### src/rtl/gate_stim_checker_dwell_counter.sv
// Dwell counter: counts up while enabled, clears on request and flags the
// cycle in which the count equals the terminal value.
module dwell_counter #(
  parameter int unsigned WIDTH = 8
) (
  input  logic             clk,
  input  logic             rst_n,
  input  logic             clr,
  input  logic             en,
  input  logic [WIDTH-1:0] tc_value,
  output logic             tc
);

  logic [WIDTH-1:0] count;

  // Count register: clear has priority over increment.
  always_ff @(posedge clk) begin
    if (!rst_n) begin
      count <= '0;
    end else if (clr) begin
      count <= '0;
    end else if (en) begin
      count <= count + 1'b1;
    end
  end

  assign tc = (count == tc_value);

endmodule

### config.mk
export PLATFORM = sky130hd
export DESIGN_NAME = dwell_counter
export DESIGN_NICKNAME = d
export VERILOG_FILES = /design/src/rtl/gate_stim_checker_dwell_counter.sv
export SDC_FILE = /design/constraint.sdc
export NUM_CORES = 1
export LEC_CHECK = 0
export ABC_AREA = 1
export CAP_MARGIN = 20
export CORE_AREA = 8 8 45 47
export CTS_CLUSTER_SIZE = 20
export DETAILED_ROUTE_END_ITERATION = 10
export DIE_AREA = 0 0 53 55
export DONT_BUFFER_PORTS = 1
export GPL_TIMING_DRIVEN = 0
export PLACE_DENSITY = 0.61
export SYNTH_ARGS = -nofsm -noshare
export SYNTH_HDL_FRONTEND = slang
export SYNTH_SLANG_ARGS = --single-unit
### constraint.sdc
create_clock -name clk -period 1.4 [get_ports clk]
set_input_delay 0.14 -clock clk [delete_from_list [all_inputs] [get_ports clk]]
set_output_delay 0.14 -clock clk [all_outputs]
set_load 0.03 [all_outputs]
Word level (Yosys, flattened, before mapping) --
Index checks and enable logic that the tools add are counted.
Operators by class: eq/ne operators 1, add/subtract/negate cells 1, bitwise logic cells 1, reductions and logical operators 1
Operators by type and width (count):
- 8-bit by 1-bit adder with 8-bit output, second input constant | 1
- 8-bit == test | 1
- 2-bit OR reduction | 1
- 1-bit NOT | 1
Word-level totals: word-level logic and storage cells 5, bits in registers 8, bits of input ports 12, output and inout port bits 1

Depth between registers and ports, before layout --
Gate-level depths: netlist of run 1.
word-level depth 2, gate-level depth with buffers 6, depth with buffers taken out 6

Least setup slack after synthesis of run 1 --
Ideal clock, no wire load.
path type register to output, from reg count[3], to out tc, stages on the path, launching flop included 7, path slack 0.169 ns, data arrival time 1.091 ns, data required time 1.260 ns, path buffers 0, cells stage by stage dfxtp_1 > inv_1 > nand2_1 > nand2_1 > nor2_1 > nand2_1 > nor2_1
On the way: cells in the longest elaborated chain, start to end 1
Ends and longest elaborated chain:
- from (decl) | line 14 | logic [WIDTH-1:0] count;
- from (signal assigned) | line 23 | count <= count + 1'b1;
- 8-bit == test | line 27 | assign tc = (count == tc_value);
- to (decl) | line 11 | output logic tc
Every way passes these cells.

Worst setup path in the final report of run 1 --
Same ends and word-level chain as after synthesis.

==> results of run 1 <==
## worst min-delay path by stage
stage,startpoint,end,slack (ps),cells after the start
6_report,clr,count[4]$_SDFFE_PP0P_,80,3
5_1_grt,clr,count[7]$_SDFFE_PP0P_,80,3
4_1_cts,clr,count[4]$_SDFFE_PP0P_,80,3
3_5_place_dp,en,count[0]$_SDFFE_PP0P_,230,1
3_3_place_gp,en,count[0]$_SDFFE_PP0P_,230,1
2_1_floorplan,en,count[0]$_SDFFE_PP0P_,230,1
## layout make-up
cell class,instances,area share [%]
clock buffers,3,3.586
flip-flops and latches,8,27.89
repair buffers,3,3.984
inverters,17,10.16
multi-input cells,67,51.20
well taps,16,3.187
## timing repair
action,in CTS,in global routing
pin swaps,1,3
endpoints found under the hold margin,2,0
buffers inserted,0,2
endpoints found under the setup margin,1,1
hold buffers,1,0
gates resized for setup,5,13
## cell families (layout without fill, tap and decap cells)
| logic type | Yosys count | in the layout | synth area share, % |
|---|---|---|---|
| DFF | 8 | 8 | 30.48 |
| adders and majority gates | 1 | 1 | 2.381 |
| buffers and inverters | 17 | 23 | 12.14 |
| and+or+nand+nor | 55 | 55 | 44.52 |
| AOI/OAI and AO/OA | 11 | 11 | 10.48 |
## through the flow
step	power, uW	hold WS, ps
final	452.9	76.72
after global routing	478.3	83.83
after floorplan	268.5	229.4
after CTS	457.6	75.40
after global placement	273.2	233.6
after detailed placement	274.7	232.8
## worst max-delay path, delay by kind of cell (launching register included)
kind                   cells  cell delay, ps
buffers and inverters      1              50
flip-flops                 1             360
AND/OR/NAND/NOR            5             510
## layer usage
layer	up-vias	track usage [%]
met2	12	13.87
li1	293	-
met4	0	7.759
met1	210	8.702
met3	5	3.209
met5	-	0
## power breakdown
part | switching [uW] | internal [uW] | total, uW
logic | 25.1 | 18.2 | 43.4
clock network | 80.1 | 98.2 | 178
registers | 3.49 | 228 | 231
## placed cells by master (no fill, tap or decap)
cell type                       count
sky130_fd_sc_hd__clkbuf_4           3
sky130_fd_sc_hd__dlygate4sd3_1      1
sky130_fd_sc_hd__nor2_4             3
sky130_fd_sc_hd__inv_1             16
sky130_fd_sc_hd__nand2_2            3
sky130_fd_sc_hd__nor2_1            11
sky130_fd_sc_hd__inv_2              1
sky130_fd_sc_hd__dfxtp_4            2
sky130_fd_sc_hd__nor3_1             1
sky130_fd_sc_hd__dfxtp_2            6
sky130_fd_sc_hd__o21ai_0            4
sky130_fd_sc_hd__buf_4              2
sky130_fd_sc_hd__ha_1               1
sky130_fd_sc_hd__nand2_1           29
sky130_fd_sc_hd__nand3_1            3
sky130_fd_sc_hd__nor2_2             5
sky130_fd_sc_hd__a21oi_1            7
==> results.md, run 1 <==
- Counting every net in the synthesized netlist gives roughly 110.
- After floorplanning, the core was sized to cover about 0.0014 mm^2.
- The sequential cells in the finished layout cover a total of 175.2 um^2.
- The routed via count is 520.
- The prevailing post-synth register cell is sky130_fd_sc_hd__dfxtp_1.
- Ranked by instance count, the synthesized netlist is headed by 31 x sky130_fd_sc_hd__nand2_1, 17 x sky130_fd_sc_hd__inv_1, 15 x sky130_fd_sc_hd__nor2_1.
- The non-filler instance count after layout is between 100 and 150.
- The placement row count is 14.
- Summed over all cells, the static leakage comes to 0.0002796 uW.
- Ranked by total cell area, the synthesized netlist is headed by sky130_fd_sc_hd__dfxtp_1 30%, sky130_fd_sc_hd__nand2_1 22%, sky130_fd_sc_hd__inv_1 12%.
- Once layout is done, the placed cells without fillers occupy ~630 um^2.
- In this run the worst setup path terminates at tc.
- The cell taking the most area after synthesis is sky130_fd_sc_hd__dfxtp_1.
- The start of the worst register-to-register path is count[0]$_SDFFE_PP0P_.
- The largest clock skew in the final design is 1.877 ps.
- The H-tree depth is 1.
- The combined global-route utilization of all metal layers is 8.648%.
- For this run the aggregate overflow at the end of global routing stands at 0.
- The number of buffers inserted by port buffering is 0.
- The power per cell area is 721.1 mW/mm^2.
- In this run, the number of DRC markers left after iteration 0 of detailed routing was 10.
- Setup violations remaining at the end of the flow were counted as 0.
- For this run, the detailed router's first-pass iteration total came to 4.
- The register-to-register setup slack is 370 ps.
- The end of the worst register-to-register path is count[6]$_SDFFE_PP0P_.
- The final worst setup slack is 80.42 ps.
- The most repeated cell in the gate-level netlist after synthesis is sky130_fd_sc_hd__nand2_1.
- The HPWL after detailed placement is 851.8 um.
- The number of nets still failing antenna checks after routing is 0.
- During I/O placement, the number of pins put on the boundary was 13.
- The maximum number of buffers from clock root to sink is 2.
- The data arrival time at the worst-slack endpoint is 1180 ps.
- Clock-pin slew was measured on the worst setup and hold paths at ~50 ps.
- The critical path's most frequent cell is sky130_fd_sc_hd__nand2_1.
- The min-delay analysis places its worst path in the category in2reg.
- The DRC violations left is 0.
- The number of diodes added for antenna fixing is 0.
- The number of flip-flops in the largest register is 8.
- The via-per-instance ratio is 4.561.
- The worst register-to-register path has a depth of 6.
- The layout-stage area growth over the synthesis result is 19.52%.
- The worst slack at placement is 20.79 ps.
- The post-route core utilization is ~45%.
- The synthesis-stage register bit count is 8.
- The detailed router used layers up to and including met4.
- The timing-limited maximum frequency is 757.8 MHz.
- The overall die height is 55 um.
- The mean cell area of the mapped netlist is 5.712 um^2.
- The filler cells instantiated in the layout total 150.
- The share of synthesized area occupied by flip-flops and latches is 30.48%.
- The area fraction of the dominant cell type after synthesis is between 30% and 40%.
- The final total negative setup slack is 0 ps.
- The wire length per cell after detailed routing is 9.640 um.
- The synthesized cell area is 525.5 um^2.
- The CTS root buffer is sky130_fd_sc_hd__clkbuf_4.
- The startpoint of the worst setup timing path is count[3]$_SDFFE_PP0P_.
- The detailed-route wire length on metal 1 is 509 um.
- The met2 layer wire length in the routed design is 462 um.
- Summed over all nets, wire length on met3 after detailed routing comes to 90 um.
- The kind of launch point of the worst setup path is a flop.
- The clock period could shrink to approximately 1300 ps.
- The cell with the largest stage delay on the worst path is sky130_fd_sc_hd__dfxtp_4.
- The number of global-route vias before repair was 488.
- Routability-driven placement finished with a final weighted congestion of 0.7219.
- The largest registers in the layout are count (8).
- After synthesis, the share of flip-flops with an asynchronous set or reset is 0%.
- The register with the most flip-flops in the final layout is count.
- The critical path is of the reg2out type.
- Setup repair after global routing left no endpoint under its margin.
- The biggest cell delay along the critical path is about 360 ps.
- The initial antenna violation count was 0.
- The routed design has ~1100 um of wire.
- The category of the worst setup path capture point is an output pin.
- Max-cap violations in this run came to 0.
- The normalized max-slew margin is 79.73%.
- Summing all placed instances gives a cell area of 545.5 um^2.
- The die is 53 um wide.
- The number of slew-limit violations in the final report came to 0.
- Clock tree synthesis inserted a total of 3 buffers.
- The transition time at the pin with the least slew margin is between 300 and 400 ps.
- The final layout net count is ~110.
- The clock network latency to the later pin of the worst-skew pair is 250 ps.
- Counting flops with a built-in enable in the synthesized netlist gives 0.
- The largest net degree at the start of global routing is 9.
- The final clock period utilization by the worst path is around 94%.
- The run finished with clean final reports.
- In this run the worst path has a maximum fanout of 5.
- TritonCTS built the clock tree.
- The worst-case IR drop observed on VDD is 0.0004443 V.
- In the final layout, the multi-input gates occupy 321.6 um^2.
- Counting tap cells, the placed design contains a total of 108 instances.
- The hold violation count in the final report is 0.
- For this design, the sink count on the clock tree is 8.
- The initial utilization of the core area, before any placement, comes to between 30% and 40%.
- The critical path goes through inv_1, nand2_1, nand2_1, nor2_2, nand2_2, nor2_4.
- The post-route netlist has between 20% and 30% of its cells at a drive strength greater than 1.
- The floorplan step defined a die boundary enclosing 0.002915 mm^2.
- The critical path data required time is 1260 ps.
- The number of library cell types mapped by synthesis is 12.
- During synthesis, Yosys emitted a total of 0 warnings.
- The wire length of the first global-routing pass is 1863 um.
- The number of instances in the synthesized netlist is 92.
Note: power is estimated with default switching activity, not from simulation.
==> run 2, diff against run 1 <==
--- a/config.mk
+++ b/config.mk
@@ -5,7 +5,6 @@
 export SDC_FILE = /design/constraint.sdc
 export NUM_CORES = 1
 export LEC_CHECK = 0
-export ABC_AREA = 1
 export CAP_MARGIN = 20
 export CORE_AREA = 8 8 45 47
 export CTS_CLUSTER_SIZE = 20
@@ -13,7 +12,7 @@
 export DIE_AREA = 0 0 53 55
 export DONT_BUFFER_PORTS = 1
 export GPL_TIMING_DRIVEN = 0
-export PLACE_DENSITY = 0.61
+export PLACE_DENSITY = 0.53
 export SYNTH_ARGS = -nofsm -noshare
 export SYNTH_HDL_FRONTEND = slang
 export SYNTH_SLANG_ARGS = --single-unit
==> results.md, run 2 <==
- Biggest regs: count (8) (unchanged).
- The most repeated cell in the gate-level netlist after synthesis is sky130_fd_sc_hd__xnor2_1 (was sky130_fd_sc_hd__nand2_1).
- The I/O pin total is 13 (unchanged).
- The number of instances in the synthesized netlist is 50 (was 92).
- The area fraction of the dominant cell type after synthesis was 36.89% (was 30.48%).
- The final layout net count is 68 (was 113).
- The number of diodes added for antenna fixing came to 0 (unchanged).
- The H-tree depth is 1 (unchanged).
- The fraction of registers with async set/reset is 0% (unchanged).
- The number of library cell types mapped by synthesis is 16 (was 12).
- The main combinational cell family by area after synthesis is XOR/XNOR gates (was simple AND/OR/NAND/NOR gates).
- The area share of and/or/nand/nor cells after synthesis came to 23.63% (was 44.52%).
- The routability congestion estimate was 0.6536 (was 0.7219).
- The non-filler instance count after layout came to 69 (was 114).
- The total leakage power is 0.0001677 uW (was 0.0002796 uW).
- The initial antenna violation count was 0 (unchanged).
- The initial cell density of the core is 31.37% (was 37.97%).
- The number of slew-limit violations in the final report is 0 (unchanged).
- The clock edge transition at the registers on the reported setup and hold paths was 50 ps (about the same).
- The combined global-route utilization of all metal layers is 6.510% (was 8.648%).
- The minimum clock period is 1317 ps (was 1320 ps).
- The category of the worst setup path capture point is an output pin (unchanged).
- The die outline area is 0.002915 mm^2 (unchanged).
- The kind of critical path is reg2out (unchanged).
- The worst min-delay path startpoint was en (was clr).
- The largest register by flop count was count (unchanged).
- The synthesis-stage register bit count was 8 (unchanged).
- The global-route congestion overflow total is 0 (unchanged).
- The hold violation count in the final report is 0 (unchanged).
- The commonest non-fill, non-tap cell in the layout is sky130_fd_sc_hd__xnor2_1 (was sky130_fd_sc_hd__nand2_1).
- The timing-limited maximum frequency is 759.4 MHz (was 757.8 MHz).
- The TritonCTS clock tree is done (unchanged).
- The overall die height is 55 um (unchanged).
- The prevailing post-synth register cell is sky130_fd_sc_hd__dfxtp_1 (unchanged).
- The number of violations reported at the end of detailed-routing iteration 0 is 1 (was 10).
- The adder and majority gate portion of the synthesized area is 2.882% (was 2.381%).
- The wire length of the first global-routing pass is 1373 um (was 1863 um).
- The share of synthesized area occupied by flip-flops and latches is 36.89% (was 30.48%).
- Leading post-synthesis cells by cell area: sky130_fd_sc_hd__dfxtp_1 37%, sky130_fd_sc_hd__xnor2_1 18%, sky130_fd_sc_hd__xor2_1 6.1% (was sky130_fd_sc_hd__dfxtp_1 30%, sky130_fd_sc_hd__nand2_1 22%, sky130_fd_sc_hd__inv_1 12%).
- The number of nets still failing antenna checks after routing was 0 (unchanged).
- Result of the run: finished, final reports clean (unchanged).
- The normalized max-slew margin is 77.52% (was 79.73%).
- The start of the worst register-to-register path is count[0]$_SDFFE_PP0P_ (unchanged).
- The standard cell core area came to 0.001384 mm^2 (unchanged).
- The final worst setup slack is 83.12 ps (was 80.42 ps).
- The setup violation total in the final timing report was 0 (unchanged).
- The largest net degree at the start of global routing is 9 (unchanged).
- The critical path data required time was 1260 ps (about the same).
- The XOR/XNOR share of the synthesized area is 24.21% (was 0%).
- The number of CTS-inserted buffers is 3 (unchanged).
- The startpoint of the worst setup timing path is count[2]$_SDFFE_PP0P_ (was count[3]$_SDFFE_PP0P_).
- The count of hold buffers inserted by post-cts repair is 0 (was 1).
- The via-per-instance ratio is 5.000 (was 4.561).
- The DRC violations left was 0 (unchanged).
- Setup repair after global routing missed its margin: false (unchanged).
- The number of flip-flops in the largest register is 8 (unchanged).
- The CTS root buffer was sky130_fd_sc_hd__clkbuf_4 (unchanged).
- The transition time at the pin with the least slew margin was 337.2 ps (was 303.7 ps).
- The number of sinks on the clock net came to 8 (unchanged).
- The final total negative setup slack is 0 ps (unchanged).
- The layout-stage area growth over the synthesis result is 15.85% (was 19.52%).
- The power per cell area is 866.8 mW/mm^2 (was 721.1 mW/mm^2).
- The largest clock skew in the final design is 2.213 ps (was 1.877 ps).
- The number of enable-type register cells in the synthesized netlist is 0 (unchanged).
- The cell taking the most area after synthesis is sky130_fd_sc_hd__dfxtp_1 (unchanged).
- The portion of netlist area occupied by mux cells is 2.305% (was 0%).
- The kind of launch point of the worst setup path was a flop (unchanged).
- The type of the tightest min-delay check is in2reg (unchanged).
- The buffer count from post-CTS setup fixing is 0 (unchanged).
- The detailed-route wire length was 838 um (was 1099 um).
- The placement row count is 14 (unchanged).
- The net count of the mapped netlist is 63 (was 105).
- The final clock period utilization by the worst path is 94.06% (was 94.26%).
- The data arrival time at the worst-slack endpoint is 1180 ps (about the same).
- The ratio of cells with drive above 1 in the final layout was 22.64% (was 25.51%).
- The width of the chip is 53 um (unchanged).
- Top library cells by usage in the layout, fill and taps aside: 8 x sky130_fd_sc_hd__xnor2_1, 5 x sky130_fd_sc_hd__nor2_1, 4 x sky130_fd_sc_hd__nand4_1, 4 x sky130_fd_sc_hd__dfxtp_2, 4 x sky130_fd_sc_hd__dfxtp_1 (was 29 x sky130_fd_sc_hd__nand2_1, 16 x sky130_fd_sc_hd__inv_1, 11 x sky130_fd_sc_hd__nor2_1).
- The clock network latency to the later pin of the worst-skew pair is 250 ps (about the same).
- The worst slack at placement was 79.64 ps (was 20.79 ps).
- The fraction of the mapped netlist area in compound gates was 6.916% (was 10.48%).
- The wire length per cell after detailed routing was 12.14 um (was 9.640 um).
- The mean cell area of the mapped netlist was 8.683 um^2 (was 5.712 um^2).
- The iteration count of the initial detailed-routing pass is 3 (was 4).
- The number of buffers inserted by port buffering is 0 (unchanged).
- The maximum number of buffers from clock root to sink is 2 (unchanged).
- The maximum resistive drop on vdd is 0.0006588 V (was 0.0004443 V).
- The number of global-route vias before repair is 323 (was 488).
- Cell types with the highest counts after synthesis: 9 x sky130_fd_sc_hd__xnor2_1, 8 x sky130_fd_sc_hd__dfxtp_1, 6 x sky130_fd_sc_hd__nor2_1 (was 31 x sky130_fd_sc_hd__nand2_1, 17 x sky130_fd_sc_hd__inv_1, 15 x sky130_fd_sc_hd__nor2_1).
- The number of warnings issued by yosys is 0 (unchanged).
- The routed via count came to 345 (was 520).
- The total power of the final layout was 436.0 uW (was 452.9 uW).
- The max-cap violation count was 0 (unchanged).
- The cell count after placement came to 66 (was 108).
- The largest fanout on the critical path is 5 (unchanged).
- The synthesized cell area came to 434.2 um^2 (was 525.5 um^2).
## run 2: changes by cell type after synthesis, sizes merged
cell    previous run  this run
nand2             32         2
inv               17         0
nor2              19         6
xnor2              0         9
nand4              0         5
a21oi              7         3
clkbuf             0         3
or3                0         3
xor2               0         3
mux2i              0         1
nand2b             0         1
nand3              3         2
nor3               1         0
o21ai              4         3
## run 2: metrics by stage
step,utilization [%],hold slack [ps],instance area [um^2]
4_1_cts,35.26,242.5,488.0
3_5_place_dp,32.82,503.2,454.2
3_3_place_gp,32.82,482.1,454.2
2_1_floorplan,-,464.2,434.2
6_report,36.35,246.6,503.0
5_1_grt,36.35,255.0,503.0
## run 2: area by class of cell
cell class	count	area [um^2]
fillers	149	880.8
multi-input cells	39	275.3
plain buffers	3	20.02
well taps	16	20.02
clock buffers	3	22.52
flip-flops and latches	8	165.2
## run 2: power by group
group | switching, uW | internal, uW | leakage (uW)
Clock | 74.0 | 97.8 | 0.0000138
Sequential | 3.04 | 230 | 0.0000665
Combinational | 13.5 | 17.3 | 0.0000874
Total | 90.6 | 345 | 0.000168
## run 2: kinds of logic after synthesis
group | Yosys count
AO/OA/AOI/OAI | 6
XOR/XNOR | 12
adder cells (fa/ha/maj) | 1
buffers and inverters | 3
flip-flops | 8
multiplexers | 1
AND/OR/NAND/NOR | 19
## run 2: critical path: stages, from the launching register on
cell and delay, ps:
sky130_fd_sc_hd__dfxtp_2 390, sky130_fd_sc_hd__xnor2_1 130, sky130_fd_sc_hd__nand4_1 180, sky130_fd_sc_hd__nor2_4 230
## run 2: repair_timing
action	CTS	global route
resized for setup	5	6
setup endpoints to repair	1	1
endpoints found under the hold margin	0	0
pin swaps	1	3
## run 2: layer usage
layer	part of all wire, %	track usage (%)
met5	0	0
met4	0	2.586
met3	12	5.882
met2	47	9.375
met1	41	6.555
## run 2: worst paths after layout
path / end / slack (ps) / cells after the start
min reg2reg: count[7]$_SDFFE_PP0P_ / 510 / 2
max reg2reg: count[6]$_SDFFE_PP0P_ / 150 / 4
min: count[0]$_SDFFE_PP0P_ / 250 / 3
max: tc / 80 / 3
==> run 3, diff against run 2 <==
--- a/config.mk
+++ b/config.mk
@@ -11,6 +11,7 @@
 export DETAILED_ROUTE_END_ITERATION = 10
 export DIE_AREA = 0 0 53 55
 export DONT_BUFFER_PORTS = 1
+export GPL_ROUTABILITY_DRIVEN = 0
 export GPL_TIMING_DRIVEN = 0
 export PLACE_DENSITY = 0.53
 export SYNTH_ARGS = -nofsm -noshare
==> results of run 3 <==
The final DEF is identical to that of run 2; final timing and power are the same.
